<file path="config.mk">
export PLATFORM = sky130hd
export DESIGN_NAME = if_stage
export DESIGN_NICKNAME = d
export VERILOG_FILES = /design/src/rtl/rv32i_pkg.sv /design/src/rtl/if_stage.sv
export SDC_FILE = /design/constraint.sdc
export NUM_CORES = 1
export LEC_CHECK = 0
export ABC_AREA = 1
export ABC_CLOCK_PERIOD_IN_PS = 1600
export CORE_MARGIN = 3
export CORE_UTILIZATION = 41
export CTS_CLUSTER_SIZE = 8
export DETAILED_ROUTE_END_ITERATION = 12
export PLACE_DENSITY = 0.88
export SLEW_MARGIN = 30
export SYNTH_ARGS = -nofsm -noshare
export SYNTH_HDL_FRONTEND = slang
export SYNTH_SLANG_ARGS = --single-unit
</file>
<file path="constraint.sdc">
create_clock -name clk -period 1.6 [get_ports clk]
set_clock_uncertainty 0.2 [all_clocks]
set_input_delay 0.24 -clock clk [delete_from_list [all_inputs] [get_ports clk]]
set_output_delay 0.24 -clock clk [all_outputs]
set_load 0.01 [all_outputs]
</file>
<file path="src/rtl/rv32i_pkg.sv">
// Shared RV32I front-end definitions: data width, reset vector, IF FSM encodings
// and the sequential PC increment.
package rv32i_pkg;

  localparam int          XLEN     = 32;
  localparam logic [31:0] RESET_PC = 32'h0000_0000;
  localparam int unsigned PC_INC   = 4;

  typedef enum logic [1:0] {
    IF_IDLE = 2'd0,
    IF_REQ  = 2'd1,
    IF_WAIT = 2'd2,
    IF_HOLD = 2'd3
  } if_state_t;

endpackage

</file>
<file path="src/rtl/if_stage.sv">
// Instruction fetch stage: one outstanding imem request, single-entry output buffer,
// redirect-driven squash. Optional macro IF_MISALIGN_CHK_EN turns misaligned redirect
// targets into fault entries instead of silently aligning them.
//
// state   | meaning
// IF_IDLE | post-reset launch, or parked after a misaligned-target fault
// IF_REQ  | request for pc presented, waiting for imem_req_ready
// IF_WAIT | one request outstanding; drop=1 means its response is discarded
// IF_HOLD | instruction (or fault entry) presented to decode
module if_stage #(
  parameter int                XLEN     = rv32i_pkg::XLEN,
  parameter logic [XLEN-1:0]   RESET_PC = XLEN'(rv32i_pkg::RESET_PC)
) (
  input  logic            clk,
  input  logic            rst,
  output logic            imem_req_valid,
  input  logic            imem_req_ready,
  output logic [XLEN-1:0] imem_req_addr,
  input  logic            imem_rsp_valid,
  input  logic [XLEN-1:0] imem_rsp_data,
  input  logic            redirect_valid,
  input  logic [XLEN-1:0] redirect_pc,
  output logic            if_valid,
  input  logic            if_ready,
  output logic [XLEN-1:0] if_pc,
  output logic [XLEN-1:0] if_instr,
  output logic            if_misalign
);
  import rv32i_pkg::*;

  if_state_t       state, state_nxt;
  logic [XLEN-1:0] pc, pc_nxt;
  logic [XLEN-1:0] pc_q, pc_q_nxt;
  logic [XLEN-1:0] instr_q, instr_q_nxt;
  logic            drop, drop_nxt;
  logic            mis_q, mis_q_nxt;
  logic [XLEN-1:0] target;
  logic            redir_mis;

`ifdef IF_MISALIGN_CHK_EN
  assign target    = redirect_pc;
  assign redir_mis = redirect_valid && (redirect_pc[1:0] != 2'b00);
`else
  assign target    = redirect_pc & ~XLEN'(3);
  assign redir_mis = 1'b0;
`endif

  always_ff @(posedge clk) begin
    if (rst) begin
      state   <= IF_IDLE;
      pc      <= RESET_PC;
      pc_q    <= '0;
      instr_q <= '0;
      drop    <= 1'b0;
      mis_q   <= 1'b0;
    end else begin
      state   <= state_nxt;
      pc      <= pc_nxt;
      pc_q    <= pc_q_nxt;
      instr_q <= instr_q_nxt;
      drop    <= drop_nxt;
      mis_q   <= mis_q_nxt;
    end
  end

  always_comb begin
    state_nxt   = state;
    pc_nxt      = pc;
    pc_q_nxt    = pc_q;
    instr_q_nxt = instr_q;
    drop_nxt    = drop;
    mis_q_nxt   = mis_q;
    unique case (state)
      IF_IDLE: begin
        if (redirect_valid) begin
          pc_nxt    = target;
          mis_q_nxt = 1'b0;
          state_nxt = IF_REQ;
        end else if (!mis_q) begin
          state_nxt = IF_REQ;
        end
      end
      IF_REQ: begin
        if (redirect_valid) pc_nxt = target;
        if (imem_req_ready) begin
          state_nxt = IF_WAIT;
          drop_nxt  = redirect_valid;
        end
      end
      IF_WAIT: begin
        if (redirect_valid) pc_nxt = target;
        if (imem_rsp_valid) begin
          drop_nxt = 1'b0;
          if (redirect_valid || drop) begin
            state_nxt = IF_REQ;
          end else begin
            pc_q_nxt    = pc;
            instr_q_nxt = imem_rsp_data;
            state_nxt   = IF_HOLD;
          end
        end else if (redirect_valid) begin
          drop_nxt = 1'b1;
        end
      end
      IF_HOLD: begin
        if (redirect_valid) begin
          pc_nxt    = target;
          state_nxt = IF_REQ;
        end else if (if_ready) begin
          pc_nxt    = pc + XLEN'(PC_INC);
          // An accepted fault entry parks the stage until execute redirects it.
          state_nxt = mis_q ? IF_IDLE : IF_REQ;
        end
      end
      default: state_nxt = IF_IDLE;
    endcase
    if (redir_mis) begin
      pc_nxt      = redirect_pc;
      pc_q_nxt    = redirect_pc;
      instr_q_nxt = '0;
      mis_q_nxt   = 1'b1;
      drop_nxt    = 1'b0;
      state_nxt   = IF_HOLD;
    end
  end

  assign imem_req_valid = (state == IF_REQ);
  assign imem_req_addr  = pc;
  assign if_valid       = (state == IF_HOLD);
  assign if_pc          = pc_q;
  assign if_instr       = instr_q;
`ifdef IF_MISALIGN_CHK_EN
  assign if_misalign    = mis_q && (state == IF_HOLD);
`else
  assign if_misalign    = 1'b0;
`endif

endmodule

</file>
==> impl_metrics.toml <==
[sta]
layout_min_cycle_time_ns = 1.77
clock.fmax_mhz = 565
rsz0062_at_grt = "yes"
setup_viol = 41
report.final.slew_viol_count = 0
fin_crit_sh = 1.11
timing.final.ws_setup_ns = -0.169
final.setup.tns_ns = -2.47
hold_violations = 0

[floorplan]
initial_core_util = 0.427
die_y_um = 113
dieArea_um2 = 12800
core_area_um2 = 11000
num_io_pins = 169
rows = 38
die_w_um = 113

[place]
dp.cells = 1060
gp_congestion = 0.918
port_buffers = 161
hpwl_um = 11100

[synthesis]
synthCells = 714
synth_cell_types = 35
async_flop_share = 0
synth_top_area_cell = "dfxtp_1"
synth_commonest_cells = "147 x nand2_1, 95 x dfxtp_1, 95 x inv_1"
ys_warn_count = 0
synth.cell_area_um2 = 4710
synth_seq_cells = 95
synth_top_area_frac = 0.403
synthFlopType = "dfxtp_1"
synth_area_leaders = "dfxtp_1 40%, nand2_1 12%, a21oi_1 9.8%, o21ai_0 8.8%, inv_1 7.6%"
synth_edf_count = 0
syn_avg_cell_area_um2 = 6.60
synth_seq_area_share = 0.403
synth.most_common_cell = "nand2_1"

[setup_path]
cpLargestDelayFamily = "flip-flops"
r2r_setup_slack_ns = -0.17
r2r_end = "imem_req_addr[4]"
rr_worst_depth = 7
path_buf_inv = 1
worstPathArrival_ns = 1.79
rr_startpoint = "state[0]"
crit_path_start_kind = "register"
cp_slowest_stage_delay_ns = 0.39
path_max_fanout = 18
crit_type = "register to register"
slowest_stage = "dfxtp_4"
path_cells = "ha_4 > nand2_4 > or2_4 > o21ai_4 > buf_12 > a21oi_2 > o211a_1"
crit_path_end_kind = "register"
crit_required_ns = 1.62

[cts]
clk_pin_slew_ns = 0.07
cts-root-buf = "clkbuf_16"
clock_sinks = 95
cts_buffers = 9
cts_tree = "built"
htree_num_levels = 3
clock_latency_ns = 0.34
clockBufferDepth = 2

[global_routing]
grt_usage = 0.232
grt_use_met2 = 0.395
grt_pass1_wl_um = 24400
grt_max_degree = 61
busiest_layer = "met2"
grt_pass1_vias = 5075
grt_util_met1 = 0.298
use_met3 = 0.0305
grt_remaining_overflow = 0
grt_antenna_before_repair = 0

[detailed_routing]
first_iter_violations = 821
via_per_inst = 5.36
drtPass1Iterations = 6
drc = 0
via_count = 5830
routed_wl_um = 17300
ant_nets = 0
routedWlPerCell_um = 15.9

[finish]
nets = 1018
seq_area_um2 = 1950
multi_input_area_um2 = 2480
drive_gt1_frac = 0.208
area_growth_pct = 63.5
finalNonFillerCells = 1088
fillCellCount = 885

[power_and_ir_drop]
finalPower_mw = 7.01
peakVddDrop_v = 0.000482
p_leak_nw = 3.31
swShare = 0.294
intPower_mw = 4.95
pwr-share-comb = 0.260
power.net_switching_mw = 2.06
clockPowerShare = 0.342
powerDensity_nw_per_um2 = 909
power_frac_seq = 0.398

[status]
violations = "negative setup slack"
status = "complete, but fails checks"

[flow_run]
drv_cap = 0

[min_path]
hp-start = "redirect_valid"
hold_class = "input pin to register"
min_to = "drop"
hold_depth = 4
-- worst register-to-register path, delay by kind of cell, from the launching register on --
family,cells,cell delay [ns]
adder cells (fa/ha/maj),1,0.17
AO/OA/AOI/OAI,3,0.40
AND/OR/NAND/NOR,2,0.30
buffers and inverters,1,0.21
flip-flops,1,0.39
-- metal layers --
metal,part of all wire,up-vias,routed length [µm]
met5,0,-,0
met4,0.033,0,577
met3,0.095,73,1650
met2,0.48,370,8240
met1,0.40,2637,6850
li1,-,2750,-
-- worst max path at each step --
stage                     startpoint                end  slack (ns)  cells past startpoint
global route        imem_req_addr[5]  imem_req_addr[12]       -0.39                      8
finish                      state[0]   imem_req_addr[4]       -0.17                      7
CTS                         state[0]   imem_req_addr[4]       -0.12                      7
floorplan                   state[1]   imem_req_addr[2]       -0.04                      8
global placement      redirect_valid  imem_req_addr[12]       -0.35                      8
detailed placement    redirect_valid  imem_req_addr[21]       -0.43                      8
-- sequential cells by signal, indices dropped and copies added (netlist names) --
name           count
state              2
if_instr          32
imem_req_addr     30
if_pc             30
drop               1
-- cell type report --
type,count,area share
multi-input cells,486,0.322
flip-flops and latches,95,0.253
well taps,140,0.0227
diodes,1,0.000325
clock buffers,12,0.0333
clock inverters,4,0.0101
repair buffers,253,0.310
inverters,97,0.0479
-- per-stage QoR --
step | instance area, µm² | hold WS, ns | util | setup slack, ns
CTS | 7370 | 0.242 | 0.668 | -0.122
global route | 7710 | 0.250 | 0.699 | -0.393
detailed placement | 7040 | 0.233 | 0.638 | -0.426
floorplan | 4780 | 0.193 | - | -0.0422
finish | 7710 | 0.202 | 0.699 | -0.169
global placement | 7040 | 0.229 | 0.638 | -0.354
-- layout by cell type, fill, tap and decap left out, types with 4 or more instances in the layout --
cell,synthesis,final
nor2_4,0,9
clkdlybuf4s50_1,0,66
dfxtp_1,95,69
o21ai_0,83,24
clkbuf_16,0,15
a21oi_2,2,4
dlygate4sd2_1,0,89
nand2_2,1,6
inv_2,1,4
nor2_2,2,17
nor3_1,4,4
buf_6,4,6
o21ai_1,1,53
nand3_1,31,27
dfxtp_4,0,7
conb_1,1,5
a21oi_1,92,90
nand2_1,147,140
dfxtp_2,0,19
buf_12,0,7
nand4_1,5,5
o21ai_2,0,7
inv_1,95,92
buf_4,5,73
nor2_1,89,65
-- power groups by stage --
stage	clock network [mW]	logic (mW)	registers [mW]
after floorplan	0	0.678	2.88
after global routing	2.51	1.97	2.81
final	2.40	1.82	2.79
after CTS	2.42	1.65	2.76
after global placement	0	1.68	2.80
after detailed placement	0	1.72	2.81
-- kinds of logic after synthesis --
group	Yosys count	synth area share
AO/OA/AOI/OAI	189	0.210
XOR/XNOR	1	0.00186
adder cells (fa/ha/maj)	6	0.0159
buffers and inverters	137	0.123
flip-flops	95	0.403
other	1	0.000795
AND/OR/NAND/NOR	285	0.245
-- what timing repair did --
action	in CTS	in global routing
gates cloned	0	6
resized for setup	149	107
pin swaps	5	8
buffers inserted	3	2
hold buffers	0	0
setup endpoints to repair	127	98
No activity file was read; power rests on OpenSTA's default activity.
